File: src/rtl/aes_gcm_instance_scheduler_if.sv
// Descriptor, data and slot bundle for the AES-GCM instance scheduler.
// master: the upstream source driving descriptors and data blocks and observing slots.
// slave: the scheduler itself.
interface aes_gcm_instance_scheduler_if #(
    parameter int LEN_W = 16
);
    // Descriptor handshake
    logic             i_desc_valid;
    logic             o_desc_ready;
    logic [0:95]      i_iv;
    logic [LEN_W-1:0] i_aad_len;
    logic [LEN_W-1:0] i_pt_len;

    // AAD / PT block handshake
    logic             i_data_valid;
    logic             o_data_ready;
    logic [0:127]     i_data;

    // Pipeline slot towards stage 0 of the encrypt pipeline
    logic             o_valid;
    logic [0:2]       o_phase;
    logic             o_new_instance;
    logic [0:127]     o_j0;
    logic [0:127]     o_encrypted_cb_in;
    logic [0:127]     o_data;
    logic [0:127]     o_instance_size;
    logic             o_busy;

    modport master (
        output i_desc_valid, i_iv, i_aad_len, i_pt_len, i_data_valid, i_data,
        input  o_desc_ready, o_data_ready, o_valid, o_phase, o_new_instance,
               o_j0, o_encrypted_cb_in, o_data, o_instance_size, o_busy
    );

    modport slave (
        input  i_desc_valid, i_iv, i_aad_len, i_pt_len, i_data_valid, i_data,
        output o_desc_ready, o_data_ready, o_valid, o_phase, o_new_instance,
               o_j0, o_encrypted_cb_in, o_data, o_instance_size, o_busy
    );
endinterface

File: src/rtl/aes_gcm_instance_scheduler.sv
// Front-end sequencer for the unrolled AES-GCM pipeline.
// Accepts one instance descriptor (IV, AAD/PT byte lengths) and issues one
// slot per cycle: INIT -> AAD blocks -> PT blocks -> LEN. Cycles without an
// upstream data block in AAD/PT become bubbles, since the pipeline never stalls.
// Optional feature: define AES_GCM_SCHED_BUBBLE_CNT_EN to add o_bubble_cnt,
// a saturating count of bubble cycles for the current instance.
module aes_gcm_instance_scheduler #(
    parameter int LEN_W = 16
) (
    input  logic clk,
    input  logic rst,
    aes_gcm_instance_scheduler_if.slave sif
`ifdef AES_GCM_SCHED_BUBBLE_CNT_EN
    ,
    output logic [31:0] o_bubble_cnt
`endif
);

    localparam logic [0:2] PH_BUBBLE = 3'd0;
    localparam logic [0:2] PH_INIT   = 3'd1;
    localparam logic [0:2] PH_AAD    = 3'd2;
    localparam logic [0:2] PH_PT     = 3'd3;
    localparam logic [0:2] PH_LEN    = 3'd4;

    typedef enum logic [2:0] {
        S_IDLE,
        S_INIT,
        S_AAD,
        S_PT,
        S_LEN
    } state_t;

    // Number of 16-byte blocks covering len bytes (last block may be partial)
    function automatic logic [LEN_W-1:0] ceil_blk(input logic [LEN_W-1:0] len);
        ceil_blk = (len >> 4) + LEN_W'(|len[3:0]);
    endfunction

    // Byte length to zero-extended 64-bit bit length
    function automatic logic [63:0] bits64(input logic [LEN_W-1:0] len);
        bits64 = {{(61-LEN_W){1'b0}}, len, 3'b000};
    endfunction

    // GCM inc32: only the low word counts, wrapping without carry into the IV
    function automatic logic [0:127] inc32(input logic [0:127] cb);
        inc32 = {cb[0:95], cb[96:127] + 32'd1};
    endfunction

    // Saturating 32-bit increment
    function automatic logic [31:0] sat_inc32(input logic [31:0] v);
        sat_inc32 = (v == 32'hFFFF_FFFF) ? v : v + 32'd1;
    endfunction

    state_t           state;
    logic [0:127]     j0_q;
    logic [0:127]     size_q;
    logic [0:127]     cb_q;
    logic [LEN_W-1:0] aad_blk_q;
    logic [LEN_W-1:0] pt_blk_q;
    logic [LEN_W-1:0] blk_cnt_q;

    // Slot registers presented to pipeline stage 0
    logic             vld_p0;
    logic [0:2]       phase_p0;
    logic             new_inst_p0;
    logic [0:127]     cb_p0;
    logic [0:127]     data_p0;

    logic             desc_ready;
    logic             data_ready;
    logic             desc_hs;
    logic             data_hs;
    logic             aad_last;
    logic             pt_last;
    logic [0:127]     cb_next;

    assign desc_ready = (state == S_IDLE) && !rst;
    assign data_ready = (state == S_AAD) || (state == S_PT);
    assign desc_hs    = sif.i_desc_valid && desc_ready;
    assign data_hs    = sif.i_data_valid && data_ready;
    assign aad_last   = (blk_cnt_q == aad_blk_q - LEN_W'(1));
    assign pt_last    = (blk_cnt_q == pt_blk_q - LEN_W'(1));
    assign cb_next    = inc32(cb_q);

    // Instance sequencer: latches the descriptor and emits one registered slot per cycle
    always_ff @(posedge clk or posedge rst) begin
        if (rst) begin
            state       <= S_IDLE;
            j0_q        <= '0;
            size_q      <= '0;
            cb_q        <= '0;
            aad_blk_q   <= '0;
            pt_blk_q    <= '0;
            blk_cnt_q   <= '0;
            vld_p0      <= 1'b0;
            phase_p0    <= PH_BUBBLE;
            new_inst_p0 <= 1'b0;
            cb_p0       <= '0;
            data_p0     <= '0;
        end else begin
            // Default slot is a bubble; cb_p0 deliberately holds outside PT slots
            vld_p0      <= 1'b0;
            phase_p0    <= PH_BUBBLE;
            new_inst_p0 <= 1'b0;
            data_p0     <= '0;

            case (state)
                S_IDLE: begin
                    if (desc_hs) begin
                        j0_q      <= {sif.i_iv, 32'h0000_0001};
                        cb_q      <= {sif.i_iv, 32'h0000_0001};
                        size_q    <= {bits64(sif.i_aad_len), bits64(sif.i_pt_len)};
                        aad_blk_q <= ceil_blk(sif.i_aad_len);
                        pt_blk_q  <= ceil_blk(sif.i_pt_len);
                        blk_cnt_q <= '0;
                        state     <= S_INIT;
                    end
                end

                S_INIT: begin
                    vld_p0      <= 1'b1;
                    phase_p0    <= PH_INIT;
                    new_inst_p0 <= 1'b1;
                    if (aad_blk_q != '0) begin
                        state <= S_AAD;
                    end else if (pt_blk_q != '0) begin
                        state <= S_PT;
                    end else begin
                        state <= S_LEN;
                    end
                end

                S_AAD: begin
                    if (data_hs) begin
                        vld_p0   <= 1'b1;
                        phase_p0 <= PH_AAD;
                        data_p0  <= sif.i_data;
                        if (aad_last) begin
                            blk_cnt_q <= '0;
                            state     <= (pt_blk_q != '0) ? S_PT : S_LEN;
                        end else begin
                            blk_cnt_q <= blk_cnt_q + LEN_W'(1);
                        end
                    end
                end

                S_PT: begin
                    if (data_hs) begin
                        vld_p0   <= 1'b1;
                        phase_p0 <= PH_PT;
                        data_p0  <= sif.i_data;
                        cb_q     <= cb_next;
                        cb_p0    <= cb_next;
                        if (pt_last) begin
                            blk_cnt_q <= '0;
                            state     <= S_LEN;
                        end else begin
                            blk_cnt_q <= blk_cnt_q + LEN_W'(1);
                        end
                    end
                end

                S_LEN: begin
                    vld_p0   <= 1'b1;
                    phase_p0 <= PH_LEN;
                    data_p0  <= size_q;
                    state    <= S_IDLE;
                end

                default: begin
                    state <= S_IDLE;
                end
            endcase
        end
    end

`ifdef AES_GCM_SCHED_BUBBLE_CNT_EN
    logic [31:0] bubble_cnt_q;

    // Bubble counter: AAD/PT cycles without a handshake, restarted per instance
    always_ff @(posedge clk or posedge rst) begin
        if (rst) begin
            bubble_cnt_q <= '0;
        end else if (desc_hs) begin
            bubble_cnt_q <= '0;
        end else if (data_ready && !sif.i_data_valid) begin
            bubble_cnt_q <= sat_inc32(bubble_cnt_q);
        end
    end

    assign o_bubble_cnt = bubble_cnt_q;
`endif

    assign sif.o_desc_ready      = desc_ready;
    assign sif.o_data_ready      = data_ready;
    assign sif.o_valid           = vld_p0;
    assign sif.o_phase           = phase_p0;
    assign sif.o_new_instance    = new_inst_p0;
    assign sif.o_j0              = j0_q;
    assign sif.o_encrypted_cb_in = cb_p0;
    assign sif.o_data            = data_p0;
    assign sif.o_instance_size   = size_q;
    assign sif.o_busy            = (state != S_IDLE);

endmodule

File: src/flat_wrapper.sv
// flat-port wrapper written by rule: the top's interface ports become plain ports
module aes_gcm_instance_scheduler_flat 
#(
    parameter int LEN_W = 16
)
  (clk, rst, sif_i_desc_valid, sif_i_iv, sif_i_aad_len, sif_i_pt_len, sif_i_data_valid, sif_i_data, sif_o_desc_ready, sif_o_data_ready, sif_o_valid, sif_o_phase, sif_o_new_instance, sif_o_j0, sif_o_encrypted_cb_in, sif_o_data, sif_o_instance_size, sif_o_busy);
  aes_gcm_instance_scheduler_if #(.LEN_W(LEN_W)) sif_i ();
  input  logic clk;
  input  logic rst;
  input wire logic [$bits(sif_i.i_desc_valid)-1:0] sif_i_desc_valid;
  input wire logic [$bits(sif_i.i_iv)-1:0] sif_i_iv;
  input wire logic [$bits(sif_i.i_aad_len)-1:0] sif_i_aad_len;
  input wire logic [$bits(sif_i.i_pt_len)-1:0] sif_i_pt_len;
  input wire logic [$bits(sif_i.i_data_valid)-1:0] sif_i_data_valid;
  input wire logic [$bits(sif_i.i_data)-1:0] sif_i_data;
  output wire logic [$bits(sif_i.o_desc_ready)-1:0] sif_o_desc_ready;
  output wire logic [$bits(sif_i.o_data_ready)-1:0] sif_o_data_ready;
  output wire logic [$bits(sif_i.o_valid)-1:0] sif_o_valid;
  output wire logic [$bits(sif_i.o_phase)-1:0] sif_o_phase;
  output wire logic [$bits(sif_i.o_new_instance)-1:0] sif_o_new_instance;
  output wire logic [$bits(sif_i.o_j0)-1:0] sif_o_j0;
  output wire logic [$bits(sif_i.o_encrypted_cb_in)-1:0] sif_o_encrypted_cb_in;
  output wire logic [$bits(sif_i.o_data)-1:0] sif_o_data;
  output wire logic [$bits(sif_i.o_instance_size)-1:0] sif_o_instance_size;
  output wire logic [$bits(sif_i.o_busy)-1:0] sif_o_busy;
  assign sif_i.i_desc_valid = sif_i_desc_valid;
  assign sif_i.i_iv = sif_i_iv;
  assign sif_i.i_aad_len = sif_i_aad_len;
  assign sif_i.i_pt_len = sif_i_pt_len;
  assign sif_i.i_data_valid = sif_i_data_valid;
  assign sif_i.i_data = sif_i_data;
  assign sif_o_desc_ready = sif_i.o_desc_ready;
  assign sif_o_data_ready = sif_i.o_data_ready;
  assign sif_o_valid = sif_i.o_valid;
  assign sif_o_phase = sif_i.o_phase;
  assign sif_o_new_instance = sif_i.o_new_instance;
  assign sif_o_j0 = sif_i.o_j0;
  assign sif_o_encrypted_cb_in = sif_i.o_encrypted_cb_in;
  assign sif_o_data = sif_i.o_data;
  assign sif_o_instance_size = sif_i.o_instance_size;
  assign sif_o_busy = sif_i.o_busy;
  aes_gcm_instance_scheduler #(.LEN_W(LEN_W)) u_core (.clk(clk), .rst(rst), .sif(sif_i));
endmodule
File: config.mk
export PLATFORM = sky130hd
export DESIGN_NAME = aes_gcm_instance_scheduler_flat
export DESIGN_NICKNAME = d
export VERILOG_FILES = /design/src/rtl/aes_gcm_instance_scheduler_if.sv /design/src/rtl/aes_gcm_instance_scheduler.sv /design/src/flat_wrapper.sv
export SDC_FILE = /design/constraint.sdc
export NUM_CORES = 1
export LEC_CHECK = 0
export CORE_AREA = 10 10 298 300
export CTS_CLUSTER_SIZE = 16
export DETAILED_ROUTE_END_ITERATION = 10
export DIE_AREA = 0 0 308 310
export HOLD_SLACK_MARGIN = 0.05
export PLACE_DENSITY = 0.52
export RECOVER_POWER = 50
export SLEW_MARGIN = 20
export SYNTH_ARGS = -nofsm -noshare
export SYNTH_HDL_FRONTEND = slang
export SYNTH_SLANG_ARGS = --single-unit
File: constraint.sdc
create_clock -name clk -period 26.3 [get_ports clk]
set_clock_uncertainty 0.1 [all_clocks]
set_input_delay 7.89 -clock clk [delete_from_list [all_inputs] [get_ports clk]]
set_output_delay 7.89 -clock clk [all_outputs]
set_load 0.01 [all_outputs]
==> impl_metrics.env <==
export IMPL_drtPass1Iterations=5
export IMPL_setup_tns_ps=0
export IMPL_status="finished with violations"
export IMPL_antenna_found_initial=11
export IMPL_path_clk_slew_ps=60
export IMPL_drive_above_1_share_pct=4.759
export IMPL_drt_antenna_violating_nets=0
export IMPL_final_cell_mix="965 x nand2_1, 563 x dfrtp_1, 363 x dlygate4sd3_1, 288 x clkdlybuf4s50_1, 131 x and3_1"
export IMPL_ir_drop_mv=0.05207
export IMPL_wirelength_mm=87.04
export IMPL_async_reset_ff_share_pct=100.0
export IMPL_syn_to_final_growth_pct=40.14
export IMPL_relSlewSlack_pct=-346.5
export IMPL_cts_repair_resized=0
export IMPL_cp_slowest_stage_delay_ps=630
export IMPL_drv_cap=9
export IMPL_route_vias_total=18580
export IMPL_clkSinkCount=563
export IMPL_slew_viol_final=607
export IMPL_yosys_warnings=0
export IMPL_cts_hold_buf=0
export IMPL_critPathTopFamily="buffers and inverters"
export IMPL_r2r_cells=6
export IMPL_p_per_area_nw_per_um2=102.4
export IMPL_port_buffer_count=652
export IMPL_grt_pass1_wl_mm=126.7
export IMPL_startpoint="rst"
export IMPL_final_min_clock_period_ps=17430
export IMPL_dp_hpwl_mm=62.68
export IMPL_wl_per_cell_microns=20.87
export IMPL_gp_congestion=0.8053
export IMPL_viasPerCell=4.456
export IMPL_grt_pass1_vias=18800
export IMPL_startpoint_type="input pin"
export IMPL_p_leak_uw=0.01681
export IMPL_violations="capacitance limit, slew limit"
export IMPL_synth_area_sq_um=23450
export IMPL_total_power_uw=3366
export IMPL_cts_buffers_inserted=68
export IMPL_avgSynthCellArea_sq_um=9.631
export IMPL_dominantRegCellSynth="dfrtp_1"
export IMPL_drc=0
export IMPL_nets=3304
export IMPL_worstPathCellList="dlygate4sd3_1 > nor2_1 > clkdlybuf4s50_1"
export IMPL_layout_commonest_cell="nand2_1"
export IMPL_max_freq_mhz=57.38
export IMPL_grt_max_degree=184
export IMPL_worstMarginPinSlew_ps=6698
export IMPL_r2r_start="u_core.state[0]"
export IMPL_arrival_ps=9440
export IMPL_end_kind="primary output"
export IMPL_cts_tree="built"
export IMPL_synth_seq_cells=563
export IMPL_finalCritPeriodShare_pct=66.27
export IMPL_dieArea_sq_um=95480
export IMPL_path_class="in -> out"
export IMPL_setup_viol=0
export IMPL_cp_depth=3
export IMPL_clockRootBuffer="clkbuf_16"
export IMPL_die_h_microns=310
export IMPL_post_cts_setup_buffers=0
export IMPL_timing_critical_path_to="sif_o_desc_ready"
export IMPL_holdWs_ps=347.0
export IMPL_die_w_microns=308
export IMPL_yosysSeqAreaShare_pct=60.07
export IMPL_grt_overflow_total=0
export IMPL_critical_path_buf_inv_count=2
export IMPL_critical_path_required_ps=18310
export IMPL_syn_inst=2435
export IMPL_core_sq_um=82890
export IMPL_finalHoldViolations=0
export IMPL_rsz0062_at_grt="false"
export IMPL_grt_use_total_pct=17.48
export IMPL_synth_distinct_cells=66
export IMPL_htree_levels=3
export IMPL_r2r_end="u_core.cb_q[122]"
export IMPL_critPathMaxFanout=3
export IMPL_insertion_delay_ps=600
export IMPL_clock_path_buffers=3
export IMPL_row_count=106
export IMPL_initial_core_util_pct=28.29
export IMPL_slowest_stage="clkdlybuf4s50_1"
export IMPL_hp_class="reg -> reg"
export IMPL_pin_count=780
export IMPL_synth_edff_count=0
export IMPL_drt_first_iter_violations=1021
export IMPL_reg2reg_slack_ps=18330
flip-flops by register name, indices dropped and copies added, names as in the netlist:
register,count
u_core.aad_blk_q,13
u_core.blk_cnt_q,16
u_core.cb_q,128
u_core.pt_blk_q,13
u_core.sif.o_data,128
u_core.sif.o_encrypted_cb_in,128
u_core.sif.o_instance_size,32
u_core.sif.o_j0,97
u_core.sif.o_new_instance,1
u_core.sif.o_phase,3
u_core.sif.o_valid,1
u_core.state,3
tightest hold or removal path, stage by stage, from the launching register on:
cell     delay [ps]
dfrtp_1         340
nand2_1          50
nand2_1          50
where the power goes:
part           leakage (uW)  total [uW]  switching, uW  internal (uW)
Combinational       0.00835        1050            582            467
Sequential          0.00729        1320            181           1140
Clock               0.00117         998            395            603
synthesized netlist by cell type (3+ instances only):
cell / n / area [sq um]
a21o_1: 11 / 82.58
a21oi_1: 11 / 55.05
a22o_1: 33 / 289.0
a31o_2: 6 / 52.55
and2_1: 8 / 50.05
and3_1: 131 / 819.5
and4_1: 6 / 52.55
buf_2: 4 / 20.02
buf_4: 129 / 968.4
clkbuf_1: 126 / 473.0
clkbuf_2: 3 / 15.01
dfrtp_1: 563 / 14090
ha_1: 9 / 112.6
inv_1: 16 / 60.06
mux2i_1: 3 / 30.03
nand2_1: 966 / 3626
nand2b_1: 7 / 43.79
nand3_1: 32 / 160.2
nand3b_1: 4 / 30.03
nand4_1: 16 / 100.1
nand4b_1: 3 / 26.28
nor2_1: 59 / 221.5
nor2b_1: 6 / 37.54
nor3_1: 12 / 60.06
nor3b_1: 6 / 45.04
nor4_1: 9 / 56.30
o211ai_1: 5 / 37.54
o21a_1: 10 / 75.07
o21ai_0: 92 / 460.4
o311ai_0: 3 / 26.28
o311ai_1: 7 / 61.31
o31ai_1: 13 / 97.59
or2_2: 4 / 25.02
xnor2_1: 38 / 332.8
xor2_1: 43 / 376.6
area by class of cell:
class / instances / area [sq um]
inverters: 16 / 61.31
multi-input cells: 1717 / 8304
diodes: 1 / 2.502
well taps: 1080 / 1351
clock buffers: 97 / 1992
fillers: 8263 / 50030
repair buffers: 669 / 6663
clock inverters: 27 / 404.1
flip-flops and latches: 563 / 14090
layer usage:
layer / up-vias / track usage, % / share of wire, %
met5: - / 0 / 0.15
met4: 18 / 4.223 / 1.8
met3: 112 / 7.775 / 11
met2: 623 / 26.91 / 45
met1: 8980 / 22.27 / 42
li1: 8847 / - / -
metrics by stage:
step | instance area [sq um] | utilization [%] | setup WS (ps) | cells
after floorplan | 23930 | - | 2564 | 2561
after global placement | 30510 | 36.80 | 8824 | 4044
after detailed placement | 30510 | 36.80 | 8854 | 4044
after CTS | 32900 | 39.70 | 8842 | 4168
after global routing | 32870 | 39.65 | 8779 | 4170
final | 32870 | 39.65 | 8872 | 4170
cells by family after synthesis:
kind of cell / count (synthesis) / synth area share [%]
AND/OR/NAND/NOR: 1282 / 23.43
flip-flops: 563 / 60.07
buffers and inverters: 281 / 6.663
AO/OA/AOI/OAI: 214 / 6.141
XOR/XNOR: 81 / 3.025
adder cells (fa/ha/maj): 9 / 0.4802
multiplexers: 4 / 0.1761
other: 1 / 0.01599
worst min path at each step:
stage               startpoint  cells past startpoint                          endpoint  slack [ps]
6_report        u_core.cb_q[4]                      2   u_core.sif.o_encrypted_cb_in[4]         350
5_1_grt        u_core.cb_q[44]                      2  u_core.sif.o_encrypted_cb_in[44]         360
4_1_cts        u_core.cb_q[84]                      2  u_core.sif.o_encrypted_cb_in[84]         350
3_5_place_dp   u_core.cb_q[70]                      2  u_core.sif.o_encrypted_cb_in[70]         350
3_3_place_gp   u_core.cb_q[44]                      2  u_core.sif.o_encrypted_cb_in[44]         350
2_1_floorplan   u_core.cb_q[0]                      2   u_core.sif.o_encrypted_cb_in[0]         340
No activity file was read; power rests on OpenSTA's default activity.
